===== src/rtl/ram_arbiter.sv =====
// ram_arbiter: latched-grant arbiter for one single-ported RAM.
// Sources are N instruction fetch ports (served round-robin) and one data port.
// The data port has priority, but a streak limit guarantees that a waiting fetch
// is eventually served. Once granted, an owner keeps the RAM until its access
// completes (ramstate==ACCESS) or until it drops its request (abort).
// Optional feature macro: ARB_PERF_CNT_EN adds the dgrant_cnt, igrant_cnt and
// starve_cnt performance counter outputs.
module ram_arbiter #(
    parameter int CPUS        = 2,
    parameter int MAX_DSTREAK = 4
) (
    input  logic                      CLK,
    input  logic                      RST,
    input  logic [CPUS-1:0]           iREN,
    input  logic [CPUS-1:0][31:0]     iaddr,
    output logic [CPUS-1:0]           iwait,
    output logic [CPUS-1:0][31:0]     iload,
    input  logic                      dREN,
    input  logic                      dWEN,
    input  logic [31:0]               daddr,
    input  logic [31:0]               dstore,
    output logic                      dwait,
    output logic [31:0]               dload,
    output logic                      ramREN,
    output logic                      ramWEN,
    output logic [31:0]               ramaddr,
    output logic [31:0]               ramstore,
    input  logic [31:0]               ramload,
    input  logic [1:0]                ramstate
`ifdef ARB_PERF_CNT_EN
    ,
    output logic [31:0]               dgrant_cnt,
    output logic [31:0]               igrant_cnt,
    output logic [15:0]               starve_cnt
`endif
);

    localparam int OW = (CPUS > 1) ? $clog2(CPUS) : 1;

    localparam logic [1:0]    RS_ACCESS    = 2'd2;
    localparam logic [3:0]    STREAK_MAX_C = 4'(MAX_DSTREAK);
    localparam logic [OW-1:0] LAST_CPU_C   = OW'(CPUS - 1);

    typedef enum logic [1:0] {
        IDLE  = 2'd0,
        GNT_D = 2'd1,
        GNT_I = 2'd2
    } state_t;

    state_t        state_q, state_d;
    logic [OW-1:0] own_q, own_d;
    logic [OW-1:0] rr_ptr_q, rr_ptr_d;
    logic [3:0]    dstreak_q, dstreak_d;

`ifdef ARB_PERF_CNT_EN
    logic [31:0]   dgrant_cnt_q, dgrant_cnt_d;
    logic [31:0]   igrant_cnt_q, igrant_cnt_d;
    logic [15:0]   starve_cnt_q, starve_cnt_d;
`endif

    logic          d_req_s;
    logic          any_i_s;
    logic          ram_access_s;
    logic [OW-1:0] rr_pick_s;
    logic          rr_found_s;
    int            rr_idx_s;

    assign d_req_s      = dREN | dWEN;
    assign any_i_s      = |iREN;
    assign ram_access_s = (ramstate == RS_ACCESS);

    // Round-robin pick: first pending fetch at or after rr_ptr, wrapping modulo CPUS.
    always_comb begin
        rr_pick_s  = rr_ptr_q;
        rr_found_s = 1'b0;
        rr_idx_s   = 0;
        for (int i = 0; i < CPUS; i++) begin
            rr_idx_s = int'(rr_ptr_q) + i;
            if (rr_idx_s >= CPUS) begin
                rr_idx_s = rr_idx_s - CPUS;
            end else begin
                rr_idx_s = rr_idx_s;
            end
            if (!rr_found_s && iREN[rr_idx_s]) begin
                rr_found_s = 1'b1;
                rr_pick_s  = OW'(rr_idx_s);
            end else begin
                rr_found_s = rr_found_s;
            end
        end
    end

    // Next-state logic: arbitration in IDLE, completion/abort in the grant states.
    always_comb begin
        state_d   = state_q;
        own_d     = own_q;
        rr_ptr_d  = rr_ptr_q;
        dstreak_d = dstreak_q;
`ifdef ARB_PERF_CNT_EN
        dgrant_cnt_d = dgrant_cnt_q;
        igrant_cnt_d = igrant_cnt_q;
        starve_cnt_d = starve_cnt_q;
`endif
        case (state_q)
            IDLE: begin
                if (d_req_s) begin
                    if (any_i_s && (dstreak_q == STREAK_MAX_C)) begin
                        // Data has had its quota while a fetch waited: serve the fetch.
                        state_d = GNT_I;
                        own_d   = rr_pick_s;
`ifdef ARB_PERF_CNT_EN
                        starve_cnt_d = starve_cnt_q + 16'd1;
`endif
                    end else begin
                        state_d = GNT_D;
                    end
                end else if (any_i_s) begin
                    state_d = GNT_I;
                    own_d   = rr_pick_s;
                end else begin
                    state_d = IDLE;
                end
            end
            GNT_D: begin
                if (!d_req_s) begin
                    state_d = IDLE;
                end else if (ram_access_s) begin
                    state_d = IDLE;
                    if (any_i_s) begin
                        if (dstreak_q < STREAK_MAX_C) begin
                            dstreak_d = dstreak_q + 4'd1;
                        end else begin
                            dstreak_d = dstreak_q;
                        end
                    end else begin
                        dstreak_d = 4'd0;
                    end
`ifdef ARB_PERF_CNT_EN
                    dgrant_cnt_d = dgrant_cnt_q + 32'd1;
`endif
                end else begin
                    state_d = GNT_D;
                end
            end
            GNT_I: begin
                if (!iREN[own_q]) begin
                    state_d = IDLE;
                end else if (ram_access_s) begin
                    state_d   = IDLE;
                    dstreak_d = 4'd0;
                    if (own_q == LAST_CPU_C) begin
                        rr_ptr_d = '0;
                    end else begin
                        rr_ptr_d = own_q + OW'(1);
                    end
`ifdef ARB_PERF_CNT_EN
                    igrant_cnt_d = igrant_cnt_q + 32'd1;
`endif
                end else begin
                    state_d = GNT_I;
                end
            end
            default: begin
                state_d = IDLE;
            end
        endcase
    end

    // State and counter registers with synchronous reset.
    always_ff @(posedge CLK) begin
        if (RST) begin
            state_q   <= IDLE;
            own_q     <= '0;
            rr_ptr_q  <= '0;
            dstreak_q <= 4'd0;
`ifdef ARB_PERF_CNT_EN
            dgrant_cnt_q <= 32'd0;
            igrant_cnt_q <= 32'd0;
            starve_cnt_q <= 16'd0;
`endif
        end else begin
            state_q   <= state_d;
            own_q     <= own_d;
            rr_ptr_q  <= rr_ptr_d;
            dstreak_q <= dstreak_d;
`ifdef ARB_PERF_CNT_EN
            dgrant_cnt_q <= dgrant_cnt_d;
            igrant_cnt_q <= igrant_cnt_d;
            starve_cnt_q <= starve_cnt_d;
`endif
        end
    end

`ifdef ARB_PERF_CNT_EN
    assign dgrant_cnt = dgrant_cnt_q;
    assign igrant_cnt = igrant_cnt_q;
    assign starve_cnt = starve_cnt_q;
`endif

    // Output steering: only the current owner sees the RAM; enables follow the
    // live request so an abort releases the RAM within the same cycle.
    always_comb begin
        iwait    = '1;
        iload    = '0;
        dwait    = 1'b1;
        dload    = 32'd0;
        ramREN   = 1'b0;
        ramWEN   = 1'b0;
        ramaddr  = 32'd0;
        ramstore = 32'd0;
        case (state_q)
            GNT_D: begin
                ramaddr  = daddr;
                ramstore = dstore;
                ramWEN   = dWEN;
                ramREN   = dREN & ~dWEN;
                dwait    = ~ram_access_s;
                if (ram_access_s) begin
                    dload = ramload;
                end else begin
                    dload = 32'd0;
                end
            end
            GNT_I: begin
                ramaddr       = iaddr[own_q];
                ramREN        = iREN[own_q];
                iwait[own_q]  = ~ram_access_s;
                if (ram_access_s) begin
                    iload[own_q] = ramload;
                end else begin
                    iload[own_q] = 32'd0;
                end
            end
            IDLE: begin
                ramREN = 1'b0;
            end
            default: begin
                ramREN = 1'b0;
            end
        endcase
    end

endmodule


===== config.mk =====
export PLATFORM = sky130hd
export DESIGN_NAME = ram_arbiter
export DESIGN_NICKNAME = d
export VERILOG_FILES = /design/src/rtl/ram_arbiter.sv
export SDC_FILE = /design/constraint.sdc
export NUM_CORES = 1
export LEC_CHECK = 0
export BUFFER_PORTS_ARGS = -buffer_cell sky130_fd_sc_hd__buf_4
export CORE_AREA = 3 3 128 130
export DETAILED_ROUTE_END_ITERATION = 8
export DIE_AREA = 0 0 131 133
export RECOVER_POWER = 100
export SETUP_SLACK_MARGIN = 0.3
export SYNTH_ARGS = -nofsm -noshare
export SYNTH_HDL_FRONTEND = slang
export SYNTH_SLANG_ARGS = --single-unit

===== constraint.sdc =====
create_clock -name CLK -period 2.25 [get_ports CLK]
set_input_delay 0.5625 -clock CLK [delete_from_list [all_inputs] [get_ports CLK]]
set_output_delay 0.5625 -clock CLK [all_outputs]
set_load 0.01 [all_outputs]

# Word level (Yosys, flattened, before mapping)
# Index checks and enable logic that the tools add are counted.
op_classes:
  n_lt_le_gt_ge: 7
  n_div: 0
  n_mux: 48
  bitwise_logic: 7
  reduce_logical: 11
  n_eq_ne: 10
  shifts: 0
  n_mul: 0
  addsub: 5
ops:
  columns: ["cell", "count"]
  rows:
  - ["2-to-1 mux 32 bit", 8]
  - ["2-to-1 mux 64 bit", 2]
  - ["bitwise AND 64 bit", 1]
  - ["less-than comparator 32 x 3 -> 1 bit, second input constant", 2]
  - ["case mux 32 bit (2 select lines)", 1]
  - ["demux 32 bit (select 1 bit)", 1]
  - ["2-to-1 mux 4 bit", 6]
  - ["2-to-1 mux 1 bit", 20]
  - ["2-to-1 mux 2 bit", 6]
  - ["!= test 2 bit, second input constant", 4]
  - ["case mux 4 bit (2 select lines)", 1]
  - ["case mux 2 bit (3 select lines)", 1]
  - ["AND reduction 3 bit", 2]
  - ["AND reduction 6 bit", 1]
  - ["adder 4 x 1 -> 4 bit, second input constant", 1]
  - ["== test 2 bit, second input constant", 2]
  - ["== test 4 x 3 -> 1 bit, second input constant", 1]
  - ["less-than comparator 4 x 3 -> 1 bit, second input constant", 1]
  - ["nonzero test 2 bit", 2]
  - ["logical AND 1 bit", 3]
  - ["!= test 3 bit, second input constant", 1]
  - ["subtractor 1 x 2 -> 3 bit, second input constant", 1]
  - ["subtractor 2 x 2 -> 3 bit, second input constant", 1]
  - ["adder 1 x 1 -> 2 bit, second input constant", 1]
  - ["17 further kinds", 18]
totals:
  wordCells: 92
  mem_bits_ro: 0
  regBits: 8
  mem_bits_rw: 0
  latch_bits: 0
  n_memories: 0
  input_bits: 168
  out_inout_bits: 165

# Longest topological paths before layout
logic_depth:
  word_depth: 11
  ltp_mapped: 7
  depth_no_buf: 6

# Least setup slack after synthesis
# OpenSTA, ideal clock, no wires.
synth_path:
  path_type: "input port to output port"
  startpoint: "input port ramstate[1]"
  endpoint: "output port iload[23] (netlist bit)"
  arrival_time_ns: 1.364
  n_path_buf: 2
  slack_ns: 0.324
  required_time_ns: 1.688
  stages: 6
  path_cell_list: "nor2b_2 buf_4 nand2_1 nor2_4 clkbuf_2 and2_1"
synth_lines:
  columns: ["element", "line_no", "text"]
  rows:
  - ["from (decl)", "29", "input logic [1:0] ramstate"]
  - ["to (decl)", "17", "output logic [CPUS-1:0][31:0] iload,"]

==> out/qor.txt <==
status = complete, no violations
Seq cells post-synth = 8
area delta synth->final = 168.6%
Max Freq = 455.2 MHz
YS warnings = 0
Synth Flop Type = dfxtp_1
total CTS buffers = 3
diode count = 0
total number of vias = 3894
CTS tree = done
FFs w/ async S/R, synth = 0%
WL final = 18.31 mm
Residual DRC = 0
Switch Pwr = 0.0005146 W
post-DR wirelength/cell = 20.57 µm
crit path DAT = 1.63 ns
H-Tree Depth = 1
# setup viols final = 0
Skew-Pair Late Insertion Delay = 0.23 ns
CP Max Fanout = 5
I/O Pins = 333
I/O Buffers = 332
clock share of power = 19.6%
HPWL Detailed = 11.18 mm
initial antenna violation count = 0
GP Congestion = 0.9202
Hold Path Cell Cnt = 2
Post-Syn Nets = 498
ANT nets after route = 0
Gate power share = 70.2%
Starting Density = 15.36%
overall routing resource usage = 17.53%
Cell Pwr Density = 241.5 mW/mm²
syn avg cell area = 7.233 µm²
Root Driver = clkbuf_16
RSZ-0062 raised after global routing = true
Die W = 131 µm
Final Hold Viols = 0
CORE AREA = 0.01526 mm²
CTS Hold Bufs = 0
Die ar. = 0.01742 mm²
# rows = 45
number of flops mapped to enable cells by yosys = 0
HP Class = flip-flop to flip-flop
Worst VDD drop = 0.0005342 V
period utilization = 97.65%
Critical Path RT = 1.69 ns
Worst Max-Slew Pin Slew = 0.3054 ns
Mapped Cells = 324
MaxCap Viol Count = 0
Int Pwr = 0.001005 W
Initial DRT Pass Iterations = 4
worst clock skew = 0.0005162 ns
vias in the first global route = 3721
Finished Core Util = 41.25%
CP Class = flip-flop to output pin
FF-to-FF path depth = 7
sequential fraction of the synthesis area = 6.834%
TNS Setup = 0 ns
Worst setup SP type = flip-flop
CTS max path bufs = 2
Sink Count = 8
Worst Setup End Kind = output pin
share of layout cells above drive strength 1 = 65.83%
leakage = 3.000 nW
Sw Share = 33.86%
Rel. slew slack = 79.49%
FILL cells = 1570
Reg power frac = 10.2%
first-pass GRT wire length = 23.53 mm
mapped cell area = 0.002343 mm²
CTS clk-pin slew, worst paths = 0.04 ns
Final min period = 2.197 ns
pin count of the biggest net entering global routing = 34
max-slew violation count = 0
NumNets Final = 855
Netlist cell types = 37
Detailed Route Iter0 Violations = 164
GRT overflow = 0
via/cell ratio = 4.375
DIE HEIGHT = 133 µm
-- state kept, by name, summed over array words and instances (netlist names) --
signal,cells
state_q,2
own_q,1
dstreak_q,4
rr_ptr_q,1
-- through the flow --
stage	hold slack (ns)	instance area (µm²)	setup slack, ns	instances	power [W]
after floorplan	0.4456	2344	0.3236	324	0.0004753
after global placement	0.4624	5074	0.1722	844	0.0009428
after detailed placement	0.4667	5074	0.1461	844	0.0009422
after CTS	0.4698	6222	0.1250	875	0.001453
after global routing	0.4870	6294	0.03670	890	0.001595
final	0.4703	6294	0.05293	890	0.001520
-- layout by cell type, fill, tap and decap left out, drive strengths merged --
master / count
a21oi: 2
a22oi: 33
a2bb2oi: 1
a31oi: 2
and2: 96
and3: 37
and3b: 1
buf: 329
clkbuf: 55
dfxtp: 8
ha: 6
inv: 11
mux2: 32
mux2i: 3
nand2: 4
nand2b: 3
nand3: 1
nand4: 1
nor2: 5
nor2b: 35
nor3: 2
nor3b: 1
nor4: 1
o21ai: 4
o22ai: 1
o311a: 1
o31a: 1
o32ai: 1
or2: 2
-- Yosys cell counts (4+ instances only) --
| master | count | area share [%] |
|---|---|---|
| o21ai_0 | 4 | 0.85 |
| and2_1 | 96 | 26 |
| clkbuf_2 | 5 | 1.1 |
| dfxtp_1 | 8 | 6.8 |
| inv_1 | 11 | 1.8 |
| a22oi_1 | 33 | 11 |
| mux2_2 | 32 | 15 |
| nor2_1 | 4 | 0.64 |
| ha_1 | 6 | 3.2 |
| nor2b_1 | 34 | 9.1 |
| nand2_1 | 4 | 0.64 |
| clkbuf_1 | 14 | 2.2 |
| and3_1 | 32 | 8.5 |
| buf_2 | 7 | 1.5 |
-- logic make-up (layout without fill, tap and decap cells) --
kind of cell,Yosys count,after routing,synth area share (%)
AND/OR/NAND/NOR,185,189,49.28
AO/OA/AOI/OAI,46,46,14.58
buffers and inverters,44,395,9.450
multiplexers,35,35,16.66
flip-flops,8,8,6.834
adder cells (fa/ha/maj),6,6,3.203
-- power groups by stage --
stage               Sequential, W  Combinational [W]  Clock, W
floorplan                0.000155           0.000321         0
global placement         0.000157           0.000786         0
detailed placement       0.000157           0.000785         0
CTS                      0.000155           0.000998  0.000301
global route             0.000156            0.00113  0.000309
finish                   0.000156            0.00107  0.000298
-- critical path: stages, from the launching register on --
cell and delay, ns:
dfxtp_2 0.32, inv_2 0.07, ha_4 0.18, buf_12 0.11, buf_16 0.10, and3_2 0.31, and2_4 0.20, buf_6 0.09
-- cell type report --
cell class                      count  area, µm²  share of cell area (%)
Multi-Input combinational cell    276       2293                   36.44
Tap cell                          211      264.0                   4.195
Sequential cell                     8      166.4                   2.644
Clock buffer                        3      75.07                   1.193
Timing Repair Buffer              381       3448                   54.79
Inverter                           11      46.29                  0.7356
-- layer usage --
metal  vias to the layer above  track usage, %  routed length, µm
li1                       1829               -                  -
met2                       186           32.45               9622
met5                         -               0                  0
met1                      1863           21.63               7151
met4                         0           2.286                226
met3                        16           2.503               1310
-- worst paths after layout --
kind | endpoint | slack [ns] | start
setup / recovery | iload[46] | 0.05 | state_q[0]
hold / removal | rr_ptr_q | 0.47 | rr_ptr_q
setup reg to reg | dstreak_q[2] | 0.60 | state_q[0]
hold reg to reg | rr_ptr_q | 0.47 | rr_ptr_q
-- repair_timing --
action / in CTS / in global routing
pin swaps: 66 / 33
hold endpoints to repair: 0 / 0
setup endpoints to repair: 144 / 165
setup buffers: 13 / 7
cloned: 15 / 8
resized for setup: 166 / 72
Power figures use the tool's default switching activity.
